--- config.mk ---
export PLATFORM = sky130hd
export DESIGN_NAME = bcd_bin_conv
export DESIGN_NICKNAME = d
export VERILOG_FILES = /design/src/rtl/bcd_bin_conv.sv
export SDC_FILE = /design/constraint.sdc
export NUM_CORES = 1
export LEC_CHECK = 0
export BUFFER_PORTS_ARGS = -buffer_cell sky130_fd_sc_hd__buf_4
export CAP_MARGIN = 10
export CORE_MARGIN = 2
export CORE_UTILIZATION = 50
export DETAILED_ROUTE_END_ITERATION = 16
export GPL_TIMING_DRIVEN = 0
export MAX_ROUTING_LAYER = met4
export PLACE_DENSITY = 0.75
export SLEW_MARGIN = 20
export SYNTH_ARGS = -nofsm -noshare
export SYNTH_HDL_FRONTEND = slang
export SYNTH_SLANG_ARGS = --single-unit
export TNS_END_PERCENT = 50
--- constraint.sdc ---
create_clock -name clk -period 3.2 [get_ports clk]
set_input_delay 0.48 -clock clk [delete_from_list [all_inputs] [get_ports clk]]
set_output_delay 0.48 -clock clk [all_outputs]
set_load 0.1 [all_outputs]
--- src/rtl/bcd_bin_conv.sv ---
// Sequential packed-BCD to binary converter (reverse double-dabble).
// One result bit per clock; start/done handshake with a fixed BIN_W-cycle latency.
module bcd_bin_conv #(
    parameter int DIGITS = 3,
    parameter int BIN_W  = 10
) (
    input  logic                  clk,
    input  logic                  rst,
    input  logic                  start,
    input  logic [4*DIGITS-1:0]   bcd,
    output logic                  busy,
    output logic                  done,
    output logic [BIN_W-1:0]      bin,
    output logic                  err
);

    localparam int DW = 4 * DIGITS;
    localparam int CW = $clog2(BIN_W + 1);

    localparam logic [0:0] IDLE = 1'b0;
    localparam logic [0:0] CONV = 1'b1;

    function automatic longint unsigned pow10(input int n);
        longint unsigned p;
        p = 1;
        for (int i = 0; i < n; i++) p = p * 10;
        return p;
    endfunction

    // The largest DIGITS-digit decimal value must fit in BIN_W bits.
    generate
        if ((64'd1 << BIN_W) <= (pow10(DIGITS) - 64'd1)) begin : g_width_check
            $error("bcd_bin_conv: BIN_W too small for DIGITS");
        end
    endgenerate

    logic [0:0]       state;
    logic [DW-1:0]    d;
    logic [BIN_W-1:0] b;
    logic [CW-1:0]    cnt;
    logic             invalid;

    logic [DW-1:0]    d_shift;
    logic [DW-1:0]    d_corr;
    logic [BIN_W-1:0] b_shift;
    logic             bcd_bad;

    // Shift {d,b} right one bit, then pull each shifted digit >=8 down by 3.
    always_comb begin
        d_shift = {1'b0, d[DW-1:1]};
        b_shift = {d[0], b[BIN_W-1:1]};
        d_corr  = d_shift;
        for (int i = 0; i < DIGITS; i++) begin
            if (d_shift[4*i+3]) d_corr[4*i +: 4] = d_shift[4*i +: 4] - 4'd3;
        end
    end

    always_comb begin
        bcd_bad = 1'b0;
        for (int i = 0; i < DIGITS; i++) begin
            if (bcd[4*i +: 4] > 4'd9) bcd_bad = 1'b1;
        end
    end

    always_ff @(posedge clk) begin
        if (rst) begin
            state   <= IDLE;
            busy    <= 1'b0;
            done    <= 1'b0;
            bin     <= '0;
            err     <= 1'b0;
            d       <= '0;
            b       <= '0;
            cnt     <= '0;
            invalid <= 1'b0;
        end else begin
            done <= 1'b0;
            case (state)
                IDLE: begin
                    if (start) begin
                        d       <= bcd;
                        b       <= '0;
                        invalid <= bcd_bad;
                        cnt     <= '0;
                        busy    <= 1'b1;
                        state   <= CONV;
                    end
                end
                CONV: begin
                    d   <= d_corr;
                    b   <= b_shift;
                    cnt <= cnt + 1'b1;
                    if (cnt == CW'(BIN_W - 1)) begin
                        bin   <= invalid ? '0 : b_shift;
                        err   <= invalid;
                        done  <= 1'b1;
                        busy  <= 1'b0;
                        state <= IDLE;
                    end
                end
                default: begin
                    state <= IDLE;
                    busy  <= 1'b0;
                end
            endcase
        end
    end

endmodule

==> results.py, run 1 <==
metrics = {
    "outcome": {
        "status": "finished clean",
    },
    "cts": {
        "clockBufferDepth": 2,
        "cts_tree": "yes",
        "clk_latency_ns": 0.35,
        "clock_sinks": 40,
        "cts_resized": 0,
        "cts_setup_buffers": 0,
        "hold_buffers": 0,
        "cts_max_level": 2,
        "clk_root_buffer_cell": "clkbuf_4",
        "clk_pin_slew_ns": 0.12,
        "cts-buffers-inserted": 5,
    },
    "global_routing": {
        "grt_antenna_before_repair": 0,
        "grt_pass1_vias": 1387,
        "grt_usage": 0.209,
        "grt_overflow_total": 0,
        "grt_max_degree": 13,
        "grt_pass1_wl_um": 6400,
    },
    "detailed_routing": {
        "vias": 1469,
        "drtIter0Drc": 71,
        "ant_nets": 0,
        "drc": 0,
        "dr.pass1.iters": 4,
        "via_per_inst": 5.34,
        "wire_per_inst_um": 13.8,
        "finalWirelength_um": 3790,
    },
    "power": {
        "total_power_mw": 1.02,
        "leakagePower_nw": 0.814,
        "p_per_area_mw_per_mm2": 480,
        "peakVddDrop_mv": 0.440,
    },
    "cells_and_area": {
        "syn_to_final_growth_pct": 19.5,
        "drive_gt1_frac": 0.210,
        "final_core_util": 0.628,
        "diodes": 0,
        "nNetsFinal": 247,
        "design_area_sq_mm": 0.00213,
    },
    "setup_path": {
        "cp_slowest_stage_delay_ns": 0.37,
        "path_max_fanout": 2,
        "cp_cell_sequence": "buf_4",
        "ff2ff_path_depth": 5,
        "cp_top_family": "flip-flops",
        "start_kind": "flop",
        "crit_path_end_kind": "output port",
        "crit_slowest_cell": "dfxtp_1",
        "arrival_ns": 1.02,
        "worst_ep_required_time_ns": 2.72,
        "crit_type": "reg2out",
        "crit_buf_inv": 1,
        "r2r_start": "cnt[0]",
        "timing.rr.end": "bin[0]",
        "r2r_setup_slack_ns": 1.86,
    },
    "die": {
        "die_area_sq_mm": 0.00405,
        "initial_utilization": 0.525,
        "chipHeight_um": 63.7,
        "die_w_um": 63.7,
        "core_sq_mm": 0.00339,
        "rows": 21,
        "ios": 28,
    },
    "timing": {
        "slew_violations": 0,
        "finalCritPeriodShare": 0.470,
        "tns_ns": 0,
        "slew_headroom": 0.655,
        "hold_violations": 0,
        "setup_viol": 0,
        "tightest_slew_ns": 0.517,
        "period_needed_ns": 1.50,
        "clock_skew_ns": 0.00874,
        "rsz0062_at_grt": "no",
        "max_freq_ghz": 0.665,
    },
    "synth": {
        "yosys_warnings": 0,
        "netlist_instances": 195,
        "ys.flop_type": "dfxtp_1",
        "ys_seq_area_frac": 0.450,
        "avgSynthCellArea_sq_um": 9.12,
        "ys_types": 29,
        "synthArstFlopShare": 0,
        "ys_top_cells_by_area": "dfxtp_1 45%, a21oi_1 6.5%, mux2i_1 5.1%",
        "synth-edff-count": 0,
        "synth_fp_nets": 214,
        "synthTopCellsByCount": "40 x dfxtp_1, 23 x a21oi_1, 20 x nor2_1, 15 x nand2_1, 12 x a211oi_1",
        "synth_seq_cells": 40,
        "yosysMostFrequentCell": "dfxtp_1",
        "synth_top_area_cell": "dfxtp_1",
        "synth_top_cell_area_share": 0.450,
        "synth_area_sq_mm": 0.00178,
    },
    "min_path": {
        "hold_path_depth": 3,
        "hp-class": "in2reg",
        "hold_start": "bcd[11]",
        "worst_hold_path.endpoint": "d[11]",
    },
    "place": {
        "place_congestion": 0.804,
        "placed_area_sq_mm": 0.00203,
        "io_buffer_count": 26,
        "post-dp-hpwl_um": 2730,
    },
    "job": {
        "maxCapViolations": 0,
    },
}
-- layout by cell type, fill, tap and decap left out, types with 2 or more instances in the layout --
cell type	n
a21oi_1	23
xnor2_1	4
o22a_1	2
dfxtp_1	40
nand3b_1	11
nor3b_1	9
o21ai_0	4
mux2_2	3
buf_2	4
ha_1	4
nor2_1	20
clkbuf_4	5
nand3_1	2
mux2i_1	9
buf_4	31
nand2_1	15
clkbuf_8	2
clkbuf_1	5
and2b_1	2
a211oi_1	12
nor2b_1	8
nor3_1	4
-- state kept, by name, summed over array words and instances, names as in the netlist --
register and count:
d 12, bin 10, b 9, cnt 4
busy 1, done 1, err 1, invalid 1
state 1
-- cells by family (layout without fill, tap and decap cells) --
kind of cell / Yosys count / after routing / share of synthesized area
DFF: 40 / 40 / 0.450
buffers and inverters: 16 / 50 / 0.0513
xor gates and xnor gates: 4 / 4 / 0.0197
adders and majority gates: 4 / 4 / 0.0281
AOI/OAI and AO/OA: 43 / 43 / 0.145
and+or+nand+nor: 76 / 76 / 0.236
muxes: 12 / 12 / 0.0696
-- area by class of cell --
class	instances	area (sq um)
Buffer	15	87.6
Inverter	1	3.75
Fill cell	307	1260
Clock inverter	1	30.0
Multi-Input combinational cell	139	887
Sequential cell	40	801
Tap cell	46	57.6
Timing Repair Buffer	26	195
Clock buffer	7	65.1
-- worst register-to-register path, stage by stage (launching register included) --
cell and delay (ns):
dfxtp_1 0.42, ha_1 0.19, and4b_2 0.29, buf_6 0.15, nand3b_1 0.09, a21oi_1 0.14
-- metrics by stage --
stage | cells | worst slack [ns] | hold slack [ns]
after floorplan | 195 | 1.80 | 0.458
after global placement | 267 | 1.80 | 0.440
after detailed placement | 267 | 1.77 | 0.445
after CTS | 275 | 1.69 | 0.442
after global routing | 275 | 1.66 | 0.461
final | 275 | 1.70 | 0.437
-- layer usage --
metal,part of all wire,global-route usage
met5,0,-
met4,0.014,0.0734
met3,0.033,0.0446
met2,0.45,0.309
met1,0.50,0.282
-- worst max path at each step --
stage	startpoint	end	slack (ns)	depth (start not counted)
2_1_floorplan	busy	busy	1.80	0
3_3_place_gp	start	d[10]	1.80	5
3_5_place_dp	start	cnt[2]	1.77	5
4_1_cts	bin[8]	bin[8]	1.69	1
5_1_grt	bin[8]	bin[8]	1.66	1
6_report	bin[8]	bin[8]	1.70	1
-- power by group --
| group | switching [mW] | total [mW] | internal [mW] | leakage, nW |
|---|---|---|---|---|
| clock network | 0.165 | 0.372 | 0.207 | 0.0515 |
| registers | 0.0158 | 0.530 | 0.514 | 0.326 |
| logic | 0.0629 | 0.119 | 0.0558 | 0.437 |
| total | 0.244 | 1.02 | 0.777 | 0.814 |
(Power assumes the default switching activity.)
==> run 2: changes to the inputs <==
--- a/config.mk
+++ b/config.mk
@@ -12,7 +12,7 @@
 export DETAILED_ROUTE_END_ITERATION = 16
 export GPL_TIMING_DRIVEN = 0
 export MAX_ROUTING_LAYER = met4
-export PLACE_DENSITY = 0.75
+export PLACE_DENSITY = 0.78
 export SLEW_MARGIN = 20
 export SYNTH_ARGS = -nofsm -noshare
 export SYNTH_HDL_FRONTEND = slang
==> constraint.sdc (replaced) <==
create_clock -name clk -period 1.3 [get_ports clk]
set_input_delay 0.195 -clock clk [delete_from_list [all_inputs] [get_ports clk]]
set_output_delay 0.195 -clock clk [all_outputs]
set_load 0.1 [all_outputs]
==> results.py, run 2 (synthesis gave the netlist of run 1 again) <==
metrics = {
    "setup_path": {
        "cp_top_family": "simple AND/OR/NAND/NOR gates",
        "crit_buf_inv": 2,
        "crit_slowest_cell": "dfxtp_2",
        "cp_slowest_stage_delay_ns": 0.35,
        "path_max_fanout": 5,
        "cp_cell_sequence": "inv_2, ha_4, and4b_2, buf_6, nand3b_1, a21oi_2",
        "start_kind": "flop",
        "arrival_ns": 1.58,
        "crit_type": "reg2reg",
        "crit_path_end_kind": "flop",
        "worst_ep_required_time_ns": 1.59,
    },
    "cells_and_area": {
        "design_area_sq_mm": 0.00218,
        "nNetsFinal": 249,
        "largestRegisters": "d x12, bin x10, b x9",
        "final_core_util": 0.642,
        "fillCellCount": 293,
        "diodes": 0,
        "syn_to_final_growth_pct": 22.4,
        "mostFrequentLayoutCell": "dfxtp_1",
        "drive_gt1_frac": 0.260,
        "final_cell_mix": "38 x dfxtp_1, 31 x buf_4, 20 x nor2_1, 18 x a21oi_1, 14 x nand2_1",
        "largest_reg_flops": 12,
        "regMostFlops": "d",
    },
    "timing": {
        "hold_violations": 0,
        "hold_slack_ns": 0.152,
        "fin_ws_ns": 0.0103,
        "finalCritPeriodShare": 0.992,
        "slew_headroom": 0.631,
        "setup_viol": 0,
        "tightest_slew_ns": 0.553,
        "slew_violations": 0,
        "rsz0062_at_grt": "yes",
        "period_needed_ns": 1.29,
        "max_freq_ghz": 0.775,
        "clock_skew_ns": 0.00915,
    },
    "cts": {
        "clk_latency_ns": 0.35,
        "cts-buffers-inserted": 5,
        "clk_root_buffer_cell": "clkbuf_4",
        "cts_tree": "yes",
        "clock_sinks": 40,
        "cts_max_level": 2,
        "clockBufferDepth": 2,
        "clk_pin_slew_ns": 0.12,
    },
    "power": {
        "p_per_area_mw_per_mm2": 1110,
        "peakVddDrop_mv": 0.758,
        "leakagePower_nw": 0.822,
    },
    "die": {
        "ios": 28,
        "die_area_sq_mm": 0.00405,
        "initial_utilization": 0.525,
        "core_sq_mm": 0.00339,
        "rows": 21,
        "chipHeight_um": 63.7,
        "die_w_um": 63.7,
    },
    "global_routing": {
        "grt_pass1_wl_um": 6200,
        "grt_max_degree": 13,
        "grt_pass1_vias": 1387,
        "grt_overflow_total": 0,
        "grt_antenna_before_repair": 0,
        "grt_usage": 0.204,
    },
    "detailed_routing": {
        "drtIter0Drc": 46,
        "wire_per_inst_um": 13.9,
        "dr.pass1.iters": 4,
        "drc": 0,
        "vias": 1481,
        "ant_nets": 0,
        "finalWirelength_um": 3850,
        "via_per_inst": 5.35,
    },
    "place": {
        "placed_area_sq_mm": 0.00203,
        "place_ws_ns": -0.00250,
        "io_buffer_count": 26,
        "place_congestion": 0.766,
        "post-dp-hpwl_um": 2680,
    },
    "min_path": {
        "hp-class": "in2reg",
    },
    "outcome": {
        "status": "finished clean",
    },
    "job": {
        "maxCapViolations": 0,
    },
}
[run 2: timing repair]
action,4_1_cts,5_1_grt
endpoints found under the setup margin,9,14
gates cloned,0,1
pin swaps,0,10
setup buffers,0,1
hold buffers,0,0
gates resized for setup,2,15
[run 2: power by group]
group	leakage, nW	internal [mW]	switching (mW)
Combinational	0.453	0.142	0.156
Sequential	0.327	1.27	0.0418
Clock	0.0422	0.403	0.407
Total	0.822	1.81	0.605
[run 2: worst register-to-register path, delay by kind of cell, from the launching register on]
| kind | cells | cell delay [ns] |
|---|---|---|
| AND/OR/NAND/NOR | 2 | 0.42 |
| buffers and inverters | 2 | 0.21 |
| flip-flops | 1 | 0.35 |
| AO/OA/AOI/OAI | 1 | 0.11 |
| adder cells (fa/ha/maj) | 1 | 0.13 |
[run 2: final timing paths]
kind              endpoint  depth (start not counted)  startpoint  slack [ns]
hold / removal       d[11]                          3     bcd[11]        0.15
setup / recovery    bin[0]                          6      cnt[1]        0.01
hold reg to reg     bin[5]                          2      bin[5]        0.46
setup reg to reg    bin[0]                          6      cnt[1]        0.01
[run 2: final cells by class]
class / instances / area, sq um / area share
plain buffers: 15 / 90.1 / 0.0414
clock buffers: 6 / 41.3 / 0.0190
clock inverters: 2 / 35.0 / 0.0161
inverters: 1 / 3.75 / 0.00172
multi-input cells: 139 / 926 / 0.425
flip-flops and latches: 40 / 806 / 0.370
well taps: 46 / 57.6 / 0.0264
repair buffers: 28 / 218 / 0.100
[run 2: per-layer routing]
layer	vias up	share of wire	track usage
met5	-	0	-
met4	0	0.021	0.109
met3	9	0.047	0.0500
met2	33	0.45	0.304
met1	687	0.48	0.256
li1	752	-	-
[run 2: stage by stage]
| stage | setup TNS [ns] | power (mW) | instances |
|---|---|---|---|
| CTS | -0.169 | 2.41 | 275 |
| global route | -0.314 | 2.50 | 277 |
| finish | 0 | 2.42 | 277 |
| global placement | -0.000248 | 1.62 | 267 |
| detailed placement | -0.00250 | 1.62 | 267 |
| floorplan | 0 | 1.53 | 195 |
==> run 3: changes to the inputs <==
--- a/config.mk
+++ b/config.mk
@@ -5,8 +5,10 @@
 export SDC_FILE = /design/constraint.sdc
 export NUM_CORES = 1
 export LEC_CHECK = 0
+export ABC_CLOCK_PERIOD_IN_PS = 1300
 export BUFFER_PORTS_ARGS = -buffer_cell sky130_fd_sc_hd__buf_4
 export CAP_MARGIN = 10
+export CORE_ASPECT_RATIO = 1.75
 export CORE_MARGIN = 2
 export CORE_UTILIZATION = 50
 export DETAILED_ROUTE_END_ITERATION = 16
==> results.py, run 3 (synthesis gave the netlist of run 1 again) <==
metrics = {
    "power": {
        "swShare": 0.241,
        "p_int_mw": 1.97,
        "leakagePower_nw": 0.837,
        "switching_power_mw": 0.628,
        "power_frac_clock": 0.387,
        "p_per_area_mw_per_mm2": 1180,
        "total_power_mw": 2.60,
        "peakVddDrop_mv": 0.879,
        "seq_power_share": 0.501,
        "p_comb_frac": 0.112,
    },
    "setup_path": {
        "cp_top_family": "simple AND/OR/NAND/NOR gates",
        "crit_path_end_kind": "flop",
        "start_kind": "flop",
        "r2r_setup_slack_ns": 0.08,
        "crit_slowest_cell": "dfxtp_2",
        "arrival_ns": 1.38,
        "ff2ff_path_depth": 6,
        "cp_cell_sequence": "inv_2, ha_4, and4b_2, buf_6, nand3b_1, a21oi_1",
        "worst_ep_required_time_ns": 1.46,
        "crit_type": "reg2reg",
        "crit_buf_inv": 2,
        "r2r_start": "cnt[1]",
        "crit_start": "cnt[1]",
        "cp_slowest_stage_delay_ns": 0.33,
        "path_max_fanout": 5,
        "timing.rr.end": "bin[0]",
    },
    "place": {
        "io_buffer_count": 26,
        "place_congestion": 0.735,
        "post-dp-hpwl_um": 2610,
        "placed_area_sq_mm": 0.00203,
    },
    "detailed_routing": {
        "drc": 0,
        "dr.pass1.iters": 4,
        "vias": 1466,
        "drtIter0Drc": 40,
        "finalWirelength_um": 3480,
        "ant_nets": 0,
        "via_per_inst": 5.29,
        "wire_per_inst_um": 12.6,
    },
    "min_path": {
        "hold_path_depth": 3,
        "hold_start": "bcd[11]",
        "worst_hold_path.endpoint": "d[11]",
        "hp-class": "in2reg",
    },
    "outcome": {
        "status": "finished clean",
    },
    "cells_and_area": {
        "largest_reg_flops": 12,
        "nNetsFinal": 250,
        "final_cell_mix": "38 x dfxtp_1, 32 x buf_4, 22 x a21oi_1, 20 x nor2_1, 15 x nand2_1",
        "fillCellCount": 318,
        "mostFrequentLayoutCell": "dfxtp_1",
        "regMostFlops": "d",
        "design_area_sq_mm": 0.00220,
        "multi_input_area_sq_um": 903,
        "drive_gt1_frac": 0.241,
        "syn_to_final_growth_pct": 23.4,
        "largestRegisters": "d x12, bin x10, b x9",
        "final_core_util": 0.646,
        "diodes": 0,
        "seq_area_sq_um": 806,
    },
    "cts": {
        "clk_root_buffer_cell": "clkbuf_8",
        "cts_max_level": 2,
        "clk_latency_ns": 0.29,
        "clock_sinks": 40,
        "clockBufferDepth": 2,
        "cts-buffers-inserted": 5,
        "clk_pin_slew_ns": 0.08,
        "cts_tree": "yes",
    },
    "timing": {
        "tns_ns": 0,
        "period_needed_ns": 1.22,
        "clock_skew_ns": 0.00557,
        "setup_viol": 0,
        "hold_violations": 0,
        "hold_slack_ns": 0.220,
        "rsz0062_at_grt": "no",
        "slew_violations": 0,
        "finalCritPeriodShare": 0.935,
        "tightest_slew_ns": 0.548,
        "max_freq_ghz": 0.823,
        "slew_headroom": 0.635,
    },
    "global_routing": {
        "grt_use_met1": 0.212,
        "met3_usage": 0.0504,
        "grt_overflow_total": 0,
        "grt_max_degree": 14,
        "grt_usage": 0.196,
        "grt.met2_usage": 0.326,
        "grt_antenna_before_repair": 0,
        "busiest_layer": "met2",
        "grt_pass1_wl_um": 6160,
        "grt_pass1_vias": 1388,
    },
    "die": {
        "rows": 28,
        "ios": 28,
        "initial_utilization": 0.524,
        "die_w_um": 49.1,
        "die_area_sq_mm": 0.00407,
        "chipHeight_um": 82.9,
        "core_sq_mm": 0.00340,
    },
    "job": {
        "maxCapViolations": 0,
    },
}
-- run 3: how the worst max path moves through the flow --
stage          cells after the start  slack [ns]     end
3_5_place_dp                       5       -0.04  bin[3]
4_1_cts                            6        0.02  bin[3]
5_1_grt                            5        0.01  bin[0]
6_report                           6        0.08  bin[0]
3_3_place_gp                       6      -0.008  bin[0]
2_1_floorplan                      2        0.06     err
-- run 3: worst reg2reg max path: stages, from the launching register on --
cell	delay, ns
dfxtp_2	0.33
inv_2	0.05
ha_4	0.15
and4b_2	0.27
buf_6	0.14
nand3b_1	0.09
a21oi_1	0.06
-- run 3: metrics by stage --
step	std cells	setup slack, ns
global placement	266	-0.00836
detailed placement	266	-0.0393
CTS	275	0.0166
floorplan	195	0.0574
finish	277	0.0846
global route	277	0.0143
-- run 3: final cells by class --
class | instances | share of cell area
timing repair buffer | 29 | 0.103
inverter | 1 | 0.00171
multi-input combinational | 139 | 0.411
clock inverter | 3 | 0.0194
buffer | 15 | 0.0410
sequential | 40 | 0.367
clock buffer | 5 | 0.0313
tap | 45 | 0.0256
-- run 3: power by group through the flow --
stage               Combinational [mW]  Sequential (mW)  Clock [mW]
detailed placement               0.289             1.33           0
floorplan                        0.192             1.34           0
global placement                 0.285             1.33           0
CTS                              0.290             1.30        1.02
finish                           0.291             1.30        1.01
global route                     0.327             1.31        1.08
-- run 3: metal layers --
metal / wire [um] / part of all wire
met5: 0 / 0
met4: 61 / 0.018
met3: 115 / 0.033
met2: 1880 / 0.54
met1: 1430 / 0.41
-- run 3: repair_timing --
action,CTS,global route
endpoints found under the setup margin,10,14
cloned,0,1
resized for setup,2,9
buffers inserted,1,1
pin swaps,0,5
hold buffers,0,0
